--- config.mk ---
export PLATFORM = sky130hd
export DESIGN_NAME = sprite_rom_arbiter
export DESIGN_NICKNAME = d
export VERILOG_FILES = /design/src/rtl/sprite_rom_arbiter.sv
export SDC_FILE = /design/constraint.sdc
export NUM_CORES = 1
export LEC_CHECK = 0
export CORE_MARGIN = 2
export CORE_UTILIZATION = 41
export DETAILED_ROUTE_END_ITERATION = 16
export GPL_ROUTABILITY_DRIVEN = 0
export PLACE_DENSITY = 0.8
export SETUP_SLACK_MARGIN = 0.3
export SYNTH_ARGS = -nofsm -noshare
export SYNTH_HDL_FRONTEND = slang
export SYNTH_SLANG_ARGS = --single-unit
--- constraint.sdc ---
create_clock -name clk -period 3.3 [get_ports clk]
set_input_delay 0.66 -clock clk [delete_from_list [all_inputs] [get_ports clk]]
set_output_delay 0.66 -clock clk [all_outputs]
set_load 0.01 [all_outputs]
--- src/rtl/sprite_rom_arbiter.sv ---
// sprite_rom_arbiter
//   Three requesters (player ship, enemy ship, bullet) share one objects ROM.
//   At most one row fetch is accepted per cycle, and the winner is picked
//   round-robin. The accepted fetch returns its row exactly two cycles after
//   the grant. A row index outside the sprite's valid range still uses its
//   slot, but it returns an all-zero row.
//
// Ports
//   clk           single clock, rising edge
//   reset         asynchronous, active-high
//   req[2:0]      per-requester fetch request
//   row0..row2    requested sprite row, sampled in the grant cycle
//   gnt[2:0]      one-hot accept, combinational
//   rom_addr[7:0] ROM address (ROM registers it; data returns next cycle)
//   rom_data[31:0] ROM read data
//   rdata[31:0]   returned sprite row, held between returns
//   rdata_valid   one-hot owner tag of rdata, one-cycle pulse
//   busy          a fetch is still in flight

// Per-requester address generation and row range check.
module sprite_rom_lane #(
  parameter logic [7:0] BASE = 8'h00,
  parameter int         ROWS = 32
) (
  input  logic [4:0] i_row,
  output logic [7:0] o_addr,
  output logic       o_oob
);
  // A 5-bit row can never reach a limit of 32 or more.
  localparam bit         ALL_OK = (ROWS >= 32);
  localparam logic [4:0] LIM    = ALL_OK ? 5'd0 : 5'(ROWS);

  // The 8-bit sum wraps, and the carry is dropped on purpose.
  assign o_addr = BASE + {3'b000, i_row};
  assign o_oob  = !ALL_OK && (i_row >= LIM);
endmodule

module sprite_rom_arbiter #(
  parameter logic [7:0] BASE0 = 8'h00,
  parameter logic [7:0] BASE1 = 8'h20,
  parameter logic [7:0] BASE2 = 8'h40,
  parameter int         ROWS0 = 32,
  parameter int         ROWS1 = 32,
  parameter int         ROWS2 = 7
) (
  input  logic        clk,
  input  logic        reset,
  input  logic [2:0]  req,
  input  logic [4:0]  row0,
  input  logic [4:0]  row1,
  input  logic [4:0]  row2,
  output logic [2:0]  gnt,
  output logic [7:0]  rom_addr,
  input  logic [31:0] rom_data,
  output logic [31:0] rdata,
  output logic [2:0]  rdata_valid,
  output logic        busy
);
  localparam int NUM_REQ = 3;

  typedef struct packed {
    logic       vld;
    logic [1:0] id;
    logic       oob;
  } s1_t;

  logic [NUM_REQ-1:0][4:0] w_row;
  logic [NUM_REQ-1:0][7:0] w_addr;
  logic [NUM_REQ-1:0]      w_oob;
  logic                    w_hit;
  logic                    w_win;
  logic [1:0]              w_win_id;

  logic [1:0]  r_ptr;
  s1_t         r_s1;
  logic [31:0] r_rdata;
  logic [2:0]  r_rvld;

  assign w_row = {row2, row1, row0};

  for (genvar g = 0; g < NUM_REQ; g++) begin : g_lane
    localparam logic [7:0] LB = (g == 0) ? BASE0 : (g == 1) ? BASE1 : BASE2;
    localparam int         LR = (g == 0) ? ROWS0 : (g == 1) ? ROWS1 : ROWS2;
    sprite_rom_lane #(.BASE(LB), .ROWS(LR)) u_lane (
      .i_row  (w_row[g]),
      .o_addr (w_addr[g]),
      .o_oob  (w_oob[g])
    );
  end

  // Round-robin search. Scan upward from r_ptr, wrap modulo 3, and take
  // the first request that is set.
  always_comb begin
    int j;
    w_hit    = 1'b0;
    w_win_id = 2'd0;
    j        = 0;
    for (int k = 0; k < NUM_REQ; k++) begin
      j = int'(r_ptr) + k;
      if (j >= NUM_REQ) j = j - NUM_REQ;
      if (!w_hit && req[j]) begin
        w_hit    = 1'b1;
        w_win_id = 2'(j);
      end
    end
  end

  // Reset blocks any grant. The pipeline would discard it anyway.
  assign w_win    = w_hit && !reset;
  assign gnt      = w_win ? (3'b001 << w_win_id) : 3'b000;
  assign rom_addr = w_win ? w_addr[w_win_id] : 8'h00;

  always_ff @(posedge clk or posedge reset) begin
    if (reset) begin
      r_ptr   <= 2'd0;
      r_s1    <= '0;
      r_rdata <= 32'h0;
      r_rvld  <= 3'b000;
    end else begin
      if (w_win) r_ptr <= (w_win_id == 2'd2) ? 2'd0 : w_win_id + 2'd1;
      // Stage 1 keeps the fetch metadata while the ROM reads.
      r_s1.vld <= w_win;
      r_s1.id  <= w_win_id;
      r_s1.oob <= w_oob[w_win_id];
      // Stage 2 captures the ROM output and tags it with the owner.
      r_rvld   <= r_s1.vld ? (3'b001 << r_s1.id) : 3'b000;
      if (r_s1.vld) r_rdata <= r_s1.oob ? 32'h0 : rom_data;
    end
  end

  assign rdata       = r_rdata;
  assign rdata_valid = r_rvld;
  assign busy        = r_s1.vld || (|r_rvld);
endmodule

# == After elaboration in Yosys (flattened, before gate mapping) ==
# Cells that the tools add are included.
# totals
reg_bits,41
wordCells,60
# classes
eq_ne,1
n_shift,2
mux,27
addsub,8
order_cmp,8
reduce_logical,8
# ops
op,count
$mux W32,4
$lt A32 B4 Y1 const B,3
$bmux W8 S2,1
$mux W8,2
$mux W1,10
$add A7 B5 Y8 const A,1
$bmux W1 S2,4
$mux W2,4
$sub A3 B2 Y4 const B,2
$add A6 B5 Y7 const A,1
$ge A3 B2 Y1 const B,2
$mux W3,2
$shl A1 B2 Y3 const A,2
$ge A5 B3 Y1 const B,1
$add A2 B1 Y3 const B,1
$add A2 B2 Y3 const B,1
$logic_and A1 B1 Y1,3
$logic_not A1 Y1,3
$lt A2 B3 Y1 const B,1
$reduce_or A3 Y1,1
$sub A2 B2 Y3 const B,1
$add A2 B1 Y2 const B,1
$eq A2 B2 Y1 const B,1
$ge A2 B2 Y1 const B,1
$logic_or A1 B1 Y1,1

# == Depth between registers and ports, before layout ==
# Gate-level depths: netlist of run 1.
# depth
depth_word,15
mapped_depth,10
mapped_depth_nobuf,7

# == By module ==
# Synthesis of run 1 repeated with hierarchy kept, for this count alone.
# unflattened
hier_cells,265
area_unflattened_um2,2451.1
# by_module_without_submodules
mod,cells_each,n_inst,seq_area_each_um2,area_each_um2
sprite_rom_arbiter,233,1,1026.0,2227.1
sprite_rom_lane (g_lane[2].u_lane),11,1,0.0,77.6
sprite_rom_lane (g_lane[1].u_lane),11,1,0.0,75.1
sprite_rom_lane (g_lane[0].u_lane),10,1,0.0,71.3

# == Worst setup path after synthesis of run 1 ==
# Ideal clock, no wire load.
# synth_timing
path_type,reg2out
start,register r_ptr[0]
end,output rom_addr[6]
arrival_time_ns,2.115
n_path_buf,4
path_slack_ns,0.525
path_stages_with_launch,11
path_cell_list,dfrtp_1 > inv_1 > ha_1 > buf_2 > and3b_1 > o21ba_2 > buf_6 > a31oi_2 > buf_2 > nor3b_1 > buf_4
# synth_between
elab_cells_between_ends,34
# synth_rtl
element,line_no,rtl
from (decl),74,logic [1:0] r_ptr;
from (signal assigned),120,if (w_win) r_ptr <= (w_win_id == 2'd2) ? 2'd0 : w_win_id + 2'd1;
branches (longest 11 deep; another with $sub A3 B2 Y4),n/a,
$mux W1 (*),101,if (!w_hit && req[j]) begin
$logic_and A1 B1 Y1 (*),109,assign w_win = w_hit && !reset;
net w_win,71,logic w_win;
$mux W8 (*),111,assign rom_addr = w_win ? w_addr[w_win_id] : 8'h00;
to (decl),53,"output logic [7:0] rom_addr,"
# Mark *: on every way through the listed nets, which the timed path passes. The select of a mux whose other input is x is not followed.

# == Final worst setup path of run 1 ==
# layout_timing
start,register r_ptr[0]
end,output rom_addr[5]
# layout_between
elab_chain_len,15
elab_cells_between_ends,34
# layout_rtl
element,line_no,rtl
branches (longest 11 deep; another with $sub A3 B2 Y4),n/a,
$mux W2 (*),101,
net w_win_id[0],72,logic [1:0] w_win_id;
$bmux W8 S2 (*),111,
$mux W8 (not written as such) (*),111,
$mux W8 (*),111,
# Marked as above.

==> results of run 1 <==
[state kept, by name (all words and copies together) (netlist names)]
name,count
rdata_valid,3
r_ptr,2
rdata,32
r_s1,4
[metrics by stage]
| stage | setup WS [ns] | util | cells | power [mW] | instance area, µm² |
|---|---|---|---|---|---|
| global route | 0.2121 | 0.7019 | 430 | 3.699 | 3562 |
| detailed placement | -0.3318 | 0.6472 | 411 | 2.818 | 3284 |
| finish | 0.2678 | 0.7019 | 430 | 3.461 | 3562 |
| floorplan | 0.5254 | - | 237 | 1.831 | 2145 |
| CTS | 0.2926 | 0.6810 | 426 | 3.252 | 3456 |
| global placement | -0.2587 | 0.6472 | 411 | 2.765 | 3284 |
[power by group]
| part | total (mW) | internal [mW] | switching [mW] | leakage, nW |
|---|---|---|---|---|
| clock network | 0.337 | 0.169 | 0.168 | 0.0512 |
| registers | 0.849 | 0.729 | 0.121 | 0.515 |
| logic | 2.27 | 1.25 | 1.02 | 1.03 |
| total | 3.46 | 2.15 | 1.31 | 1.59 |
[logic make-up (layout without fill, tap and decap cells)]
| kind of cell | Yosys count | after routing | share of synthesized area |
|---|---|---|---|
| AND/OR/NAND/NOR | 67 | 67 | 0.1575 |
| flip-flops | 41 | 41 | 0.4784 |
| buffers and inverters | 53 | 176 | 0.1103 |
| adder cells (fa/ha/maj) | 4 | 4 | 0.02334 |
| multiplexers | 4 | 4 | 0.01867 |
| other | 1 | 1 | 0.001749 |
| AO/OA/AOI/OAI | 67 | 67 | 0.2100 |
[cell type report]
class | count | area share
flip-flops and latches | 41 | 0.2884
clock inverters | 2 | 0.003864
multi-input cells | 143 | 0.2740
well taps | 70 | 0.02459
clock buffers | 6 | 0.02318
inverters | 36 | 0.03864
repair buffers | 132 | 0.3474
[timing repair]
item | 4_1_cts | 5_1_grt
pin swaps | 7 | 9
setup buffers | 7 | 3
gates cloned | 0 | 1
endpoints found under the setup margin | 10 | 10
resized for setup | 52 | 25
[final timing paths]
check / depth (start not counted) / to / slack (ns) / from
setup / recovery: 10 / rom_addr[5] / 0.27 / r_ptr[0]
hold / removal: 1 / rdata_valid[2] / 0.45 / r_s1[1]
setup reg to reg: 11 / r_ptr[0] / 1.15 / r_ptr[0]
hold reg to reg: 1 / rdata_valid[2] / 0.45 / r_s1[1]
max in group asynchronous: 3 / rdata[7] / 1.67 / reset
min in group asynchronous: 2 / rdata[11] / 0.87 / reset
[cells in the mapped netlist, drive strengths merged]
library cell | number | area, µm²
dfrtp | 41 | 1026
nand2 | 40 | 150.1
inv | 36 | 135.1
o21ai | 36 | 180.2
buf | 9 | 67.56
clkbuf | 8 | 33.79
a31oi | 7 | 50.05
nor2b | 6 | 37.54
a22oi | 5 | 37.54
a32o | 5 | 50.05
ha | 4 | 50.05
mux2i | 4 | 40.04
nand3b | 4 | 30.03
a21oi | 3 | 26.28
and3b | 3 | 26.28
nor2 | 3 | 11.26
nor3b | 3 | 22.52
and2 | 2 | 12.51
o21a | 2 | 15.01
o22ai | 2 | 12.51
a21bo | 1 | 16.27
a21boi | 1 | 18.77
a311oi | 1 | 8.760
conb | 1 | 3.750
nand3 | 1 | 5.000
nand4b | 1 | 8.760
nand4bb | 1 | 11.26
o211ai | 1 | 7.510
o21ba | 1 | 10.01
o22a | 1 | 8.760
o2bb2ai | 1 | 8.760
or2 | 1 | 6.260
or3b | 1 | 8.760
or4 | 1 | 7.510
[layer usage]
layer / global-route usage / part of all wire / vias up
li1: - / - / 1029
met1: 0.2481 / 0.42 / 985
met2: 0.3611 / 0.50 / 90
met3: 0.05095 / 0.057 / 10
met4: 0.06545 / 0.021 / 0
met5: 0 / 0 / -
==> results.yml, run 1 <==
clock_network:
  ctsHoldBuffers: 0
  clk_path_buf_depth: 2
  clk-insertion-delay-late_ns: 0.29
  number_of_clock_sinks: 41
  cts_root_buffer: "sky130_fd_sc_hd__clkbuf_8"
  clock_tree.htree_level_count: 2
  clk_pin_slew_ns: 0.08
  num_cts_buffers: 5
  tritoncts_clock_tree: "built"
cells_and_area:
  layout_area_growth_over_synthesis_pct: 66.10
  layout_cells_sized_above_1: 0.2111
  layout_commonest_cell: "sky130_fd_sc_hd__clkdlybuf4s50_1"
  fill_cells: 411
  sequential_cell_area_mm2: 0.001027
  multi_input_comb_area_um2: 975.9
  layout_common_cells: "84 x sky130_fd_sc_hd__clkdlybuf4s50_1, 40 x sky130_fd_sc_hd__nand2_1, 40 x sky130_fd_sc_hd__dfrtp_1, 34 x sky130_fd_sc_hd__inv_1, 34 x sky130_fd_sc_hd__o21ai_0"
  num-nets-final: 415
  insertedDiodeCount: 0
die:
  die_area_mm2: 0.005826
  design.core.area_mm2: 0.005075
  row_count: 26
  die_y_um: 76.33
  ioPinCount: 99
  die-width_um: 76.33
  initial_utilization: 0.4226
setup_path:
  timing.setup.critical_path_class: "flop to output pin"
  crit_path_frequent_cell: "sky130_fd_sc_hd__buf_4"
  crit_slowest_cell: "sky130_fd_sc_hd__dfrtp_1"
  crit_arrival_ns: 2.37
  cp_slowest_stage_delay_ns: 0.39
  cp_cell_sequence: "inv_2 > buf_4 > ha_2 > nand3b_1 > o21a_1 > buf_4 > nand4bb_1 > and3b_1 > and2_4 > clkdlybuf4s15_2"
  endpoint_kind: "output pin"
  required_ns: 2.64
  critical_path_launch_point_type: "flop"
  critical-path-top-delay-family: "simple AND/OR/NAND/NOR gates"
  timing.critical_path.buf_inv: 4
  crit_path_max_fanout: 3
logic_synthesis:
  netlist_instances: 237
  synthesis.area_mm2: 0.002145
  yosys_register_bits: 41
  yosysWarningCount: 0
  synth.yosys.seq_area_share: 0.4784
  yosys.cell_types.count: 39
  synth.avg_cell_area_um2: 9.049
  synthesis.nets: 293
global_routing:
  track_usage: 0.2057
  global_route.overflow_total: 0
  grt_pass1_vias: 2111
  grt_first_pass_wirelength_um: 9777
  antenna_violations_before_repair: 0
  grt_max_degree: 38
flow_run:
  max-cap-violations: 0
timing:
  setup_viol: 0
  hold_viol: 0
  skew_ns: 0.007650
  final_layout_setup_total_negative_slack_ns: 0
  fmaxAchievable_mhz: 329.8
  layout_min_cycle_time_ns: 3.032
  drv_slew: 0
  finalHoldWorstSlack_ns: 0.4549
  final_min_period_over_clock_period: 0.9188
  worst_margin_slew_ns: 0.6818
  timing.slew.headroom: 0.5450
  grt_setup_unrepaired: "true"
pwr:
  p_leak_nw: 1.594
  power_density_mw_per_mm2: 971.7
  power.ir.vdd_worst_v: 0.0005144
route:
  remaining_drc_errors: 0
  routed_wl_um: 5959
  detail_route.wl_per_cell_um: 13.86
  drt-vias-per-instance: 4.916
  drt-initial-drc-count: 107
  detail-route-antenna-nets: 0
  vias: 2114
  drtPass1Iterations: 4
place:
  io_buffer_count: 97
  dpl_hpwl_um: 4267
worst_hold_path:
  timing.hold.worst.class: "flop to flop"
run_status:
  run_status: "finished clean"
Note: power is estimated with default switching activity, not from simulation.
==> run 2, diff against run 1 <==
--- a/config.mk
+++ b/config.mk
@@ -5,7 +5,7 @@
 export SDC_FILE = /design/constraint.sdc
 export NUM_CORES = 1
 export LEC_CHECK = 0
-export CORE_MARGIN = 2
+export CORE_MARGIN = 5
 export CORE_UTILIZATION = 41
 export DETAILED_ROUTE_END_ITERATION = 16
 export GPL_ROUTABILITY_DRIVEN = 0
==> results.yml, run 2 (synthesis gave the netlist of run 1 again) <==
cells_and_area:
  insertedDiodeCount: 0
  largest_register_ff_count: 32
  layout_common_cells: "84 x sky130_fd_sc_hd__clkdlybuf4s50_1, 40 x sky130_fd_sc_hd__nand2_1, 40 x sky130_fd_sc_hd__dfrtp_1, 36 x sky130_fd_sc_hd__o21ai_0, 34 x sky130_fd_sc_hd__inv_1"
  layout_cells_sized_above_1: 0.2028
  layout_commonest_cell: "sky130_fd_sc_hd__clkdlybuf4s50_1"
  stdcell_count: 425
  num-nets-final: 410
  layout_area_growth_over_synthesis_pct: 63.77
  design_area_mm2: 0.003512
pwr:
  p_leak_nw: 1.554
  power.ir.vdd_worst_v: 0.0005085
  power_switching_mw: 1.280
  pwr-share-seq: 0.252
  comb_power_share: 0.629
  power_density_mw_per_mm2: 956.5
  p_sw_frac: 0.3811
  pwr-share-clk: 0.119
  internal_power_mw: 2.079
die:
  row_count: 26
  die-width_um: 82.33
  die_area_mm2: 0.006777
  ioPinCount: 99
  initial_utilization: 0.4199
  design.core.area_mm2: 0.005107
  die_y_um: 82.33
flow_run:
  max-cap-violations: 0
timing:
  fmaxAchievable_mhz: 332.5
  skew_ns: 0.009008
  final_min_period_over_clock_period: 0.9113
  grt_setup_unrepaired: "true"
  setup_viol: 0
  drv_slew: 0
  hold_viol: 0
  layout_min_cycle_time_ns: 3.007
  finalWorstSetupSlack_ns: 0.2927
setup_path:
  crit_arrival_ns: 2.35
  timing.setup.critical_path_class: "input pin to output pin"
  worstReg2RegStart: "r_ptr[0]"
  required_ns: 2.64
  r2r_end: "r_ptr[1]"
  crit_path_max_fanout: 7
  crit_slowest_cell: "sky130_fd_sc_hd__or3b_4"
  reg2reg_slack_ns: 1.34
  cp_cell_sequence: "clkdlybuf4s15_1 > or3b_4 > a21bo_4 > a21boi_4 > buf_6 > a22oi_2 > a31oi_1 > buf_2"
  cp_slowest_stage_delay_ns: 0.42
  rr_worst_depth: 8
  critical_path_launch_point_type: "input pin"
  endpoint_kind: "output pin"
route:
  drtPass1Iterations: 4
  remaining_drc_errors: 0
  routed_wl_um: 6112
  vias: 2045
  drt-vias-per-instance: 4.812
  drt-initial-drc-count: 65
  detail-route-antenna-nets: 0
  detail_route.wl_per_cell_um: 14.38
global_routing:
  grt_first_pass_wirelength_um: 9197
  track_usage: 0.1786
  grt_pass1_vias: 2008
  global_route.overflow_total: 0
  antenna_violations_before_repair: 0
  grt_max_degree: 42
run_status:
  run_status: "finished clean"
place:
  io_buffer_count: 97
  dpl_hpwl_um: 4663
  placement.cell_area_mm2: 0.003277
  place_ws_ns: -0.3118
  dp_cells: 410
worst_hold_path:
  hold_start: "r_s1[1]"
  timing.hold.worst.class: "flop to flop"
  timing.hold.worst_path_depth: 1
  timing.hold.worst_endpoint: "rdata_valid[2]"
clock_network:
  ctsHoldBuffers: 0
  clk_path_buf_depth: 2
  clock_tree.htree_level_count: 2
  number_of_clock_sinks: 41
  clk_pin_slew_ns: 0.07
  clk-insertion-delay-late_ns: 0.30
  num_cts_buffers: 5
  cts_root_buffer: "sky130_fd_sc_hd__clkbuf_8"
  tritoncts_clock_tree: "built"
[run 2: changes by cell type in the layout (fill, tap and decap cells not counted), sizes merged]
cell,delta
buf,-6
bufinv,+1
clkinv,-1
clkinvlp,+1
[run 2: worst max-delay path by stage]
stage,from,end,slack (ns)
floorplan,r_ptr[0],rom_addr[6],0.53
global placement,req[1],rom_addr[3],-0.28
CTS,r_ptr[1],rom_addr[3],0.29
detailed placement,req[1],rom_addr[1],-0.31
finish,req[1],rom_addr[4],0.29
global route,r_ptr[1],rom_addr[4],0.20
[run 2: final cells by class]
cell class | instances | area, µm²
fill | 429 | 1595
multi-input combinational | 143 | 988.4
sequential | 41 | 1027
clock inverter | 3 | 46.29
inverter | 36 | 135.1
timing repair buffer | 127 | 1159
clock buffer | 5 | 68.82
tap | 70 | 87.58
[run 2: power groups by stage]
stage / Sequential, mW / Clock [mW] / Combinational (mW)
floorplan: 0.938 / 0 / 0.893
global placement: 0.842 / 0 / 1.93
detailed placement: 0.858 / 0 / 1.97
CTS: 0.850 / 0.409 / 2.07
global route: 0.878 / 0.434 / 2.30
finish: 0.848 / 0.400 / 2.11
[run 2: layer usage]
| layer | up-vias | part of all wire | GRT usage |
|---|---|---|---|
| met5 | - | 0 | 0 |
| met4 | 0 | 0.012 | 0.07475 |
| met3 | 7 | 0.10 | 0.06399 |
| met2 | 80 | 0.49 | 0.3157 |
| met1 | 944 | 0.40 | 0.1912 |
| li1 | 1014 | - | - |
[run 2: metrics by stage]
step / hold slack, ns / total power, mW / utilization / TNS [ns]
after global routing: 0.4648 / 3.615 / 0.6877 / 0
after CTS: 0.4482 / 3.327 / 0.6798 / 0
after floorplan: 0.4152 / 1.831 / - / 0
after detailed placement: 0.4363 / 2.827 / 0.6416 / -2.335
final: 0.4443 / 3.359 / 0.6877 / 0
after global placement: 0.4280 / 2.770 / 0.6416 / -2.171
[run 2: repair_timing]
action                                  in CTS  in global routing
endpoints found under the setup margin      10                 10
pin swaps                                    7                 11
setup buffers                                2                  5
resized for setup                           49                 17
[run 2: critical path: cells and delay by family]
family / cells / cell delay (ns)
buf+inv: 3 / 0.60
compound gates: 4 / 0.66
simple gates: 1 / 0.42
==> run 3, diff against run 2 <==
--- a/config.mk
+++ b/config.mk
@@ -7,6 +7,7 @@
 export LEC_CHECK = 0
 export CORE_MARGIN = 5
 export CORE_UTILIZATION = 41
+export CTS_CLUSTER_SIZE = 28
 export DETAILED_ROUTE_END_ITERATION = 16
 export GPL_ROUTABILITY_DRIVEN = 0
 export PLACE_DENSITY = 0.8
==> results of run 3 <==
Same layout as run 2: the final DEF is identical, and so are final timing and power.
